**config.mk**
```make
export PLATFORM = sky130hd
export DESIGN_NAME = alu_arbiter
export DESIGN_NICKNAME = d
export VERILOG_FILES = /design/src/rtl/alu_arbiter.sv
export SDC_FILE = /design/constraint.sdc
export NUM_CORES = 1
export LEC_CHECK = 0
export BUFFER_PORTS_ARGS = -buffer_cell sky130_fd_sc_hd__buf_2
export CORE_MARGIN = 5
export CORE_UTILIZATION = 40
export CTS_BUF_LIST = sky130_fd_sc_hd__clkbuf_16
export DETAILED_ROUTE_END_ITERATION = 6
export PLACE_DENSITY_LB_ADDON = 0.12
export SYNTH_ARGS = -nofsm -noshare
export SYNTH_HDL_FRONTEND = slang
export SYNTH_SLANG_ARGS = --single-unit
export TNS_END_PERCENT = 30
```
**constraint.sdc**
```tcl
create_clock -name clk -period 2.1 [get_ports clk]
set_input_delay 0.315 -clock clk [delete_from_list [all_inputs] [get_ports clk]]
set_output_delay 0.315 -clock clk [all_outputs]
set_load 0.1 [all_outputs]
```
**src/rtl/alu_arbiter.sv**
```systemverilog
// Round-robin two-requester front end for the shared combinational ALU.
// Optional feature macro: ALU_ARB_DIVZERO_CHK_EN (divide/modulo by zero answered without the ALU).
module alu_arbiter #(
    parameter int unsigned WIDTH       = 32,
    parameter int unsigned EXEC_CYCLES = 1
) (
    input  logic             clk,
    input  logic             rst_n,
    input  logic             req0_valid,
    output logic             req0_ready,
    input  logic [2:0]       req0_op,
    input  logic [WIDTH-1:0] req0_a,
    input  logic [WIDTH-1:0] req0_b,
    input  logic             req1_valid,
    output logic             req1_ready,
    input  logic [2:0]       req1_op,
    input  logic [WIDTH-1:0] req1_a,
    input  logic [WIDTH-1:0] req1_b,
    output logic             rsp0_valid,
    input  logic             rsp0_ready,
    output logic             rsp1_valid,
    input  logic             rsp1_ready,
    output logic [WIDTH-1:0] rsp_res,
    output logic             rsp_err,
    output logic [WIDTH-1:0] alu_a,
    output logic [WIDTH-1:0] alu_b,
    output logic [2:0]       alu_op,
    input  logic [WIDTH-1:0] alu_res,
    output logic             busy
);
    localparam int unsigned      CNT_W    = 4;
    localparam logic [CNT_W-1:0] CNT_LAST = CNT_W'(EXEC_CYCLES - 1);
    localparam logic [2:0]       OP_UNDEF = 3'd7;
`ifdef ALU_ARB_DIVZERO_CHK_EN
    localparam logic [2:0]       OP_DIV   = 3'd2;
    localparam logic [2:0]       OP_MOD   = 3'd4;
`endif

    typedef enum logic [1:0] {IDLE, EXEC, RESP} state_t;

    state_t           state, state_nxt;
    logic             prio, prio_nxt;
    logic             grant, grant_nxt;
    logic [CNT_W-1:0] cnt, cnt_nxt;
    logic [2:0]       op_nxt;
    logic [WIDTH-1:0] a_nxt, b_nxt, res_nxt;
    logic             err_nxt;

    // Winner of the current IDLE cycle and its payload
    logic             sel;
    logic [2:0]       sel_op;
    logic [WIDTH-1:0] sel_a, sel_b;
    logic             div_zero;

    assign sel    = (req0_valid && req1_valid) ? prio : req1_valid;
    assign sel_op = sel ? req1_op : req0_op;
    assign sel_a  = sel ? req1_a  : req0_a;
    assign sel_b  = sel ? req1_b  : req0_b;
`ifdef ALU_ARB_DIVZERO_CHK_EN
    assign div_zero = ((sel_op == OP_DIV) || (sel_op == OP_MOD)) && (sel_b == '0);
`else
    assign div_zero = 1'b0;
`endif
    assign busy = (state != IDLE);

    always_ff @(posedge clk or negedge rst_n) begin
        if (!rst_n) begin
            state   <= IDLE;
            prio    <= 1'b0;
            grant   <= 1'b0;
            cnt     <= '0;
            alu_op  <= '0;
            alu_a   <= '0;
            alu_b   <= '0;
            rsp_res <= '0;
            rsp_err <= 1'b0;
        end else begin
            state   <= state_nxt;
            prio    <= prio_nxt;
            grant   <= grant_nxt;
            cnt     <= cnt_nxt;
            alu_op  <= op_nxt;
            alu_a   <= a_nxt;
            alu_b   <= b_nxt;
            rsp_res <= res_nxt;
            rsp_err <= err_nxt;
        end
    end

    always_comb begin
        state_nxt  = state;
        prio_nxt   = prio;
        grant_nxt  = grant;
        cnt_nxt    = cnt;
        op_nxt     = alu_op;
        a_nxt      = alu_a;
        b_nxt      = alu_b;
        res_nxt    = rsp_res;
        err_nxt    = rsp_err;
        req0_ready = 1'b0;
        req1_ready = 1'b0;
        rsp0_valid = 1'b0;
        rsp1_valid = 1'b0;
        unique case (state)
            IDLE: begin
                if (req0_valid || req1_valid) begin
                    req0_ready = !sel;
                    req1_ready = sel;
                    grant_nxt  = sel;
                    op_nxt     = sel_op;
                    a_nxt      = sel_a;
                    b_nxt      = sel_b;
                    cnt_nxt    = '0;
                    if (sel_op == OP_UNDEF) begin
                        state_nxt = RESP;
                        res_nxt   = '0;
                        err_nxt   = 1'b1;
                    end else if (div_zero) begin
                        state_nxt = RESP;
                        res_nxt   = {WIDTH{1'b1}};
                        err_nxt   = 1'b1;
                    end else begin
                        state_nxt = EXEC;
                    end
                end
            end
            EXEC: begin
                cnt_nxt = cnt + CNT_W'(1);
                if (cnt == CNT_LAST) begin
                    res_nxt   = alu_res;
                    err_nxt   = 1'b0;
                    state_nxt = RESP;
                end
            end
            RESP: begin
                rsp0_valid = !grant;
                rsp1_valid = grant;
                // Handshake completes; the other requester gets priority next
                if (grant ? rsp1_ready : rsp0_ready) begin
                    state_nxt = IDLE;
                    prio_nxt  = !grant;
                end
            end
            default: state_nxt = IDLE;
        endcase
    end
endmodule

```
# After elaboration in Yosys (flattened, before gate mapping)
# Cells that the tools add are included.
[totals]
in_bits = 172
elab_cells = 56
out_inout_bits = 105
reg_bits = 108
[op_classes]
eq_ne = 7
mux = 26
n_addsub = 1
reduce_logical = 13
[op_table]
columns = ["cell", "n"]
rows = [
  ["$mux W32", 5],
  ["$pmux W32 S2", 1],
  ["$mux W1", 11],
  ["$mux W2", 4],
  ["$ne A2 B2 Y1 const B", 4],
  ["$pmux W4 S2", 1],
  ["$pmux W2 S3", 1],
  ["$reduce_and A2 Y1", 3],
  ["$add A4 B1 Y4 const B", 1],
  ["$logic_not A4 Y1", 1],
  ["$mux W4", 1],
  ["$reduce_and A4 Y1", 1],
  ["$reduce_bool A2 Y1", 2],
  ["$eq A3 B3 Y1 const B", 1],
  ["$mux W3", 1],
  ["$reduce_and A3 Y1", 1],
  ["$eq A2 B1 Y1 const B", 1],
  ["$eq A2 B2 Y1 const B", 1],
  ["$logic_not A1 Y1", 2],
  ["$logic_not A2 Y1", 1],
  ["$pmux W1 S2", 1],
  ["$logic_and A1 B1 Y1", 1],
  ["$logic_or A1 B1 Y1", 1],
]

# Depth between registers and ports, before layout
# Gate-level depths: netlist of run 1.
[logic_depth]
depth_word = 7
mapped_depth = 8
mapped_depth_nobuf = 6

# Worst setup path after synthesis of run 1
# Ideal clock, no wire load.
[synth_path]
kind = "reg2out"
start = "register state[0]"
end = "output rsp0_valid"
required_time_ps = 1785
slack_ps = -182
path_buffers = 0
stages_incl_launch_ff = 3
arrival_time_ps = 1967
path_cell_list = "dfrtp_1 > and2b_1 > nor2b_1"
[synth_via]
elab_chain_len = 2
[synth_rtl]
columns = ["element", "line", "text"]
rows = [
  ["from (decl)", "41", "state_t state, state_nxt;"],
  ["from (signal assigned)", "78", "state <= state_nxt;"],
  ["$eq A2 B2 Y1", "104", "unique case (state)"],
  ["$mux W1", "104", ""],
  ["to (decl)", "19", "output logic rsp0_valid,"],
]
# Every way passes these cells.

# Final worst setup path of run 1
[layout_path]
start = "register state[0]"
end = "output req1_ready"
[layout_via]
elab_chain_len = 2
[layout_rtl]
columns = ["element", "line", "text"]
rows = [
  ["$logic_not A2 Y1", "104", ""],
  ["$mux W1", "104", ""],
  ["to (decl)", "15", "output logic req1_ready,"],
]
# Every way passes these cells.

==> results.toml, run 1 <==
[final_layout]
multi_input_area_um2 = 1740
final_cell_area_um2 = 6500
fill_cells = 995
area_delta_synth_final_pct = 39.3
layoutNonFillerInstCount = 787
finalNetCount = 813
num_antenna_cells = 0
final_cell_mix = "buf_2, dfrtp_1, a221o_1"
final_common_cell = "buf_2"
seq_area_um2 = 2700
drive_above_1_share_pct = 48.6

[timing]
worstMarginPinSlew_ns = 0.632
finalSetupTns_ns = 0
relSlewSlack_pct = 57.9
period_share_pct = 91.2
whs_ns = 0.184
finClkSkew_ns = 0.0103
finalCriticalPeriod_ns = 1.92
max_freq_mhz = 522
hold_viol = 0
rsz0062_at_grt = "no"
setup_viol_count_final = 0
drv_slew = 0

[route]
drtIter0Drc = 199
dr.pass1.iters = 4
routed_via_density = 5.22
drc_errors = 0
antenna_left = 0
wirelength_mm = 14.1
vias = 4109
wl_per_cell_um = 17.9

[grt]
grt_pass1_vias = 4336
antenna_found_initial = 1
grt_pass1_wl_mm = 22.6
grt_overflow_total = 0
grt_max_degree = 77
gr-usage-all-layers_pct = 19.9

[placement]
gp_congestion = 0.791
placed_cell_area_um2 = 6200
hpwl_mm = 10.7
placed_cells = 770
portBuffers = 276

[critical_path]
path_common_cell = "buf_12"
worstSetupPathType = "register to output pin"
cp.required_ns = 1.78
start_kind = "register"
worstSetupEndpointType = "output pin"
slowest_stage = "dfrtp_1"
crit_arrival_ns = 1.60
crit_chain = "or2_4 > nor2_4 > buf_12 > buf_12"
path_max_fanout = 27
cpPeakStageDelay_ns = 0.40
ff2ff_path_depth = 4

[yosys]
synth.avg_cell_area_um2 = 12.7
synth_edf_count = 0
synth_area_um2 = 4670
yosysUniqueCellTypes = 34
synth_area_leaders = "dfrtp_1, a221o_1, and2_0"
yosysSeqAreaShare_pct = 57.9
netlist.area_leader.share_pct = 57.9
ys_ff_latch = 108
yosys_warnings = 0
syn_nets = 543
synth_largest_area_cell = "dfrtp_1"
netlist_instances = 369
ys_dominant_reg_cell = "dfrtp_1"
async_flop_share_pct = 100

[cts]
clock-root-buffer = "clkbuf_16"
cts.sinks = 108
cts_tree = "yes"
clock_tree.buffer_depth = 2
cts-buffers-inserted = 9
clkSlewWorstSetupHoldPaths_ns = 0.08
htree_levels = 3
clk-insertion-delay-late_ns = 0.35

[die]
num_rows = 39
core_um2 = 11400
ios = 277
die_area_um2 = 13900
die_w_um = 118
start_util_pct = 40.9
die_y_um = 118

[hold_path]
hp-class = "input pin to register"
min_path_cells = 2

[run]
drv_cap = 0

[status]
status = "complete, no violations"
## through the flow
step | setup slack [ns] | utilization [%]
6_report | 0.185 | 57.0
5_1_grt | 0.0778 | 57.0
4_1_cts | 0.0593 | 56.9
3_5_place_dp | 0.223 | 54.3
3_3_place_gp | 0.291 | 54.3
2_1_floorplan | 0.267 | -
## cell type report
type | count | area share, %
tap | 143 | 2.75
multi-input combinational | 226 | 26.7
inverter | 5 | 0.289
timing repair buffer | 289 | 24.2
clock inverter | 7 | 1.00
clock buffer | 9 | 3.46
sequential | 108 | 41.5
## final timing paths
path | startpoint | to | slack (ns)
min in group asynchronous | rst_n | alu_a[14] | 0.45
max | state[0] | req1_ready | 0.18
max in group asynchronous | rst_n | alu_b[30] | 1.05
min reg2reg | alu_a[25] | alu_a[25] | 0.48
min | alu_res[26] | rsp_res[26] | 0.18
max reg2reg | state[0] | alu_a[31] | 0.30
## cell usage after synthesis, drive strengths merged, types with 2 or more instances
master    n
a221o    49
xor2      2
ha        2
dfrtp   108
nand2    24
a21o      2
o21ai    22
a22o     33
mux2i    19
buf      22
or2       2
nor2      2
nand3     4
nor2b     3
clkbuf    8
inv       5
and2     52
a21oi     2
## timing repair
action                     4_1_cts  5_1_grt
buffers inserted                 0        0
hold endpoints to repair        28        0
resized for setup                0        1
hold buffers                     1        0
setup endpoints to repair        0        1
## cells by family (layout without fill, tap and decap cells)
kind of cell / Yosys count / after routing / synth area share [%]
xor+xnor: 2 / 2 / 0.375
flops: 108 / 108 / 57.9
simple gates: 91 / 91 / 10.8
buf+inv: 35 / 310 / 5.20
compound gates: 112 / 112 / 21.1
fa+ha+maj: 2 / 2 / 0.536
mux: 19 / 19 / 4.07
## worst max-delay path: cells and delay by family, from the launching register on
kind / cells / cell delay [ns]
DFF: 1 / 0.40
and+or+nand+nor: 2 / 0.47
buffers and inverters: 2 / 0.38
## metal layers
| layer | vias to the layer above | wire (µm) | global-route usage, % |
|---|---|---|---|
| met5 | - | 13 | 0 |
| met4 | 2 | 173 | 5.52 |
| met3 | 16 | 1190 | 6.34 |
| met2 | 190 | 6950 | 33.5 |
| met1 | 1995 | 5750 | 24.7 |
| li1 | 1906 | - | - |
## flip-flops by register name, summed over array words and instances (netlist names)
name	count
alu_op	3
alu_a	32
state	2
rsp_err	1
cnt	4
alu_b	32
grant	1
prio	1
rsp_res	32
Power of run 1 is left out: the tool's default activity adds up to more than one toggle a clock period on the data nets, which glitch-free logic cannot reach.
==> run 2: changes to the inputs <==
--- a/config.mk
+++ b/config.mk
@@ -10,6 +10,7 @@
 export CORE_UTILIZATION = 40
 export CTS_BUF_LIST = sky130_fd_sc_hd__clkbuf_16
 export DETAILED_ROUTE_END_ITERATION = 6
+export MAX_ROUTING_LAYER = met4
 export PLACE_DENSITY_LB_ADDON = 0.12
 export SYNTH_ARGS = -nofsm -noshare
 export SYNTH_HDL_FRONTEND = slang
==> run 2 against run 1 <==
Wire length grew 0.48%. Sequential share of layout area is essentially flat. First-iteration DRC count shrank 5.0%. Fmax is essentially flat. Via count grew 0.34%. Worst hold slack is essentially flat. Flip-flop and latch count is the same. Critical path type unchanged. Critical endpoint unchanged.
==> results.toml, run 2 (same netlist as run 1, synthesis figures left out) <==
[status]
status = "complete, no violations"

[timing]
max_freq_mhz = 522
worstMarginPinSlew_ns = 0.635
setup_viol_count_final = 0
finClkSkew_ns = 0.0102
hold_viol = 0
period_share_pct = 91.2
rsz0062_at_grt = "no"
finalCriticalPeriod_ns = 1.91
relSlewSlack_pct = 57.7
drv_slew = 0
finalSetupTns_ns = 0

[critical_path]
path_common_cell = "buf_12"
worstSetupPathType = "register to output pin"
slowest_stage = "dfrtp_1"
start_kind = "register"
crit_arrival_ns = 1.60
cpPeakStageDelay_ns = 0.40
path_max_fanout = 27
cp.required_ns = 1.78
crit_chain = "or2_4 > nor2_4 > buf_12 > buf_12"
worstSetupEndpointType = "output pin"

[final_layout]
final_cell_area_um2 = 6510
final_common_cell = "buf_2"
reg.largest.list = "alu_a: 32 flops, alu_b: 32 flops, rsp_res: 32 flops"
utilization_pct = 57.0
area_delta_synth_final_pct = 39.4
drive_above_1_share_pct = 48.6
final_cell_mix = "buf_2, dfrtp_1, a221o_1"
finalNetCount = 813

[route]
wl_per_cell_um = 17.9
wirelength_mm = 14.1
dr.pass1.iters = 4
antenna_left = 0
vias = 4123
routed_via_density = 5.23
drc_errors = 0
drtIter0Drc = 189

[grt]
grt_overflow_total = 0
grt_max_degree = 77
grt_pass1_vias = 4346
antenna_found_initial = 1
grt_pass1_wl_mm = 22.6
gr-usage-all-layers_pct = 20.5

[die]
ios = 277
start_util_pct = 40.9
die_y_um = 118
core_um2 = 11400
die_w_um = 118
die_area_um2 = 13900
num_rows = 39

[placement]
placed_cell_area_um2 = 6200
hpwl_mm = 10.7
gp_congestion = 0.802
portBuffers = 276

[cts]
clk-insertion-delay-late_ns = 0.35
htree_levels = 3
cts.sinks = 108
cts_tree = "yes"
clkSlewWorstSetupHoldPaths_ns = 0.08
clock_tree.buffer_depth = 2
cts-buffers-inserted = 9
clock-root-buffer = "clkbuf_16"

[run]
drv_cap = 0

[hold_path]
hp-class = "input pin to register"
==> run 2: cell count changes in the layout (fill, tap and decap cells not counted), sizes merged <==
cell   previous run  this run
diode             0         1
==> run 2: path summary, 6_finish.rpt <==
| kind | startpoint | to | slack, ns | cells after the start |
|---|---|---|---|---|
| hold / removal | alu_res[26] | rsp_res[26] | 0.18 | 2 |
| max in group asynchronous | rst_n | alu_b[30] | 1.04 | 3 |
| min in group asynchronous | rst_n | alu_a[14] | 0.45 | 2 |
| hold reg to reg | alu_op[2] | alu_op[2] | 0.48 | 2 |
| setup / recovery | state[0] | req1_ready | 0.19 | 4 |
| setup reg to reg | state[0] | alu_a[31] | 0.30 | 4 |
==> run 2: worst max-delay path, delay by kind of cell (launching register included) <==
kind	cells	cell delay, ns
buffers and inverters	2	0.38
and+or+nand+nor	2	0.47
DFF	1	0.40
==> run 2: layer usage <==
layer	GRT usage, %	vias up	routed length (µm)
li1	-	1903	-
met1	25.2	2019	5890
met2	33.5	184	6990
met3	5.43	17	1080
met4	5.52	0	178
met5	-	-	0
==> run 2: per-stage QoR <==
stage          hold slack [ns]  instances  setup slack [ns]
2_1_floorplan           0.0194        369             0.267
3_3_place_gp             0.279        770             0.291
3_5_place_dp             0.281        770             0.223
4_1_cts                  0.175        787            0.0593
5_1_grt                  0.182        788            0.0900
6_report                 0.184        788             0.185
==> run 2: final cells by class <==
type                            instances  area [µm²]
Antenna cell                            1        2.50
Clock buffer                            9         225
Clock inverter                          7        65.1
Fill cell                             994        4910
Inverter                                5        18.8
Multi-Input combinational cell        226        1740
Sequential cell                       108        2700
Tap cell                              143         179
Timing Repair Buffer                  289        1580
==> run 2: what timing repair did <==
action                                  CTS  global route
setup buffers                             0             0
hold buffers                              1             0
endpoints found under the setup margin    0             1
endpoints found under the hold margin    28             0
resized for setup                         0             1
Power of run 2 is left out for the same reason.
==> run 3: changes to the inputs <==
--- a/config.mk
+++ b/config.mk
@@ -6,12 +6,14 @@
 export NUM_CORES = 1
 export LEC_CHECK = 0
 export BUFFER_PORTS_ARGS = -buffer_cell sky130_fd_sc_hd__buf_2
+export CAP_MARGIN = 20
 export CORE_MARGIN = 5
-export CORE_UTILIZATION = 40
+export CORE_UTILIZATION = 44
 export CTS_BUF_LIST = sky130_fd_sc_hd__clkbuf_16
 export DETAILED_ROUTE_END_ITERATION = 6
 export MAX_ROUTING_LAYER = met4
 export PLACE_DENSITY_LB_ADDON = 0.12
+export SLEW_MARGIN = 20
 export SYNTH_ARGS = -nofsm -noshare
 export SYNTH_HDL_FRONTEND = slang
 export SYNTH_SLANG_ARGS = --single-unit
==> run 3 against run 2 <==
Final area down 0.48%. First-iteration DRC count up 81%. Non-clock buffer count down 1. Wire length down 2.9%. Sequential share of layout area up 0.20 points. Clock-buffer cell count unchanged.
==> results.toml, run 3 (same netlist as run 1, synthesis figures left out) <==
[critical_path]
worstSetupEndpointType = "output pin"
cp.required_ns = 1.78
start_kind = "register"
startpoint = "state[0]"
worstSetupPathType = "register to output pin"
reg2reg_from = "state[0]"
crit_arrival_ns = 1.67
r2r_setup_slack_ns = 0.28
path_max_fanout = 5

[final_layout]
finalNetCount = 812
drive_above_1_share_pct = 48.2
utilization_pct = 62.7
seq_area_um2 = 2700
final_cell_mix = "buf_2, dfrtp_1, a221o_1"
reg.largest.list = "alu_a: 32 flops, alu_b: 32 flops, rsp_res: 32 flops"
fill_cells = 881
area_delta_synth_final_pct = 38.7
final_common_cell = "buf_2"
multi_input_area_um2 = 1740
num_antenna_cells = 0

[die]
die_area_um2 = 12800
die_y_um = 113
num_rows = 37
ios = 277
die_w_um = 113
start_util_pct = 45.2
core_um2 = 10300

[timing]
finalSetupTns_ns = 0
drv_slew = 0
rsz0062_at_grt = "no"
setup_viol_count_final = 0
finClkSkew_ns = 0.00928
worstMarginPinSlew_ns = 0.542
max_freq_mhz = 503
hold_viol = 0
period_share_pct = 94.6
whs_ns = 0.187
finalCriticalPeriod_ns = 1.99
relSlewSlack_pct = 63.8

[grt]
gr-usage-all-layers_pct = 21.7
grt_max_degree = 69
grt_pass1_vias = 4231
antenna_found_initial = 0
grt_overflow_total = 0
grt_pass1_wl_mm = 21.5

[route]
drtIter0Drc = 342
antenna_left = 0
drc_errors = 0
vias = 4018
dr.pass1.iters = 6
routed_via_density = 5.16
wl_per_cell_um = 17.6
wirelength_mm = 13.7

[placement]
portBuffers = 276
gp_congestion = 0.923
hpwl_mm = 10.3

[hold_path]
holdCritStartpoint = "alu_res[4]"
hp-class = "input pin to register"

[cts]
clk-insertion-delay-late_ns = 0.34
cts-buffers-inserted = 9
clock-root-buffer = "clkbuf_16"
clkSlewWorstSetupHoldPaths_ns = 0.07
clock_tree.buffer_depth = 2
cts_tree = "yes"
cts.sinks = 108
htree_levels = 3

[run]
drv_cap = 0

[status]
status = "complete, no violations"
-- run 3: final timing paths --
kind                            cells after the start    endpoint
worst max-delay path                                4  req0_ready
worst min-delay path                                2  rsp_res[4]
worst max register to register                      4    alu_a[2]
worst min register to register                      2   alu_a[19]
max in group asynchronous                           3   alu_b[31]
min in group asynchronous                           2   alu_op[1]
-- run 3: metal layers --
metal | part of all wire (%) | up-vias | track usage (%)
met2 | 49 | 182 | 34.2
met1 | 42 | 1928 | 28.6
li1 | - | 1897 | -
met4 | 1.1 | 0 | 5.21
met5 | 0 | - | -
met3 | 8.0 | 11 | 5.29
-- run 3: timing repair --
action,CTS,global route
setup buffers,1,0
hold buffers,1,0
gates resized for setup,0,0
endpoints found under the hold margin,11,0
endpoints found under the setup margin,1,0
-- run 3: cell type report --
type | count | share of cell area [%]
inverter | 5 | 0.290
multi-input combinational | 226 | 26.8
clock inverter | 7 | 1.04
timing repair buffer | 288 | 24.0
tap | 136 | 2.63
clock buffer | 9 | 3.48
sequential | 108 | 41.7
-- run 3: metrics by stage --
| stage | instance area (µm²) | setup WS [ns] | cells |
|---|---|---|---|
| after floorplan | 4670 | 0.267 | 369 |
| after global placement | 6170 | 0.319 | 761 |
| after detailed placement | 6170 | 0.266 | 761 |
| after CTS | 6480 | 0.0936 | 779 |
| after global routing | 6480 | 0.0376 | 779 |
| final | 6480 | 0.113 | 779 |
-- run 3: worst max-delay path, cell delays in order, from the launching register on --
cell	delay, ns
dfrtp_1	0.39
or2_1	0.36
a21oi_4	0.16
and2_2	0.22
buf_12	0.19
Power of run 3 is left out for the same reason.
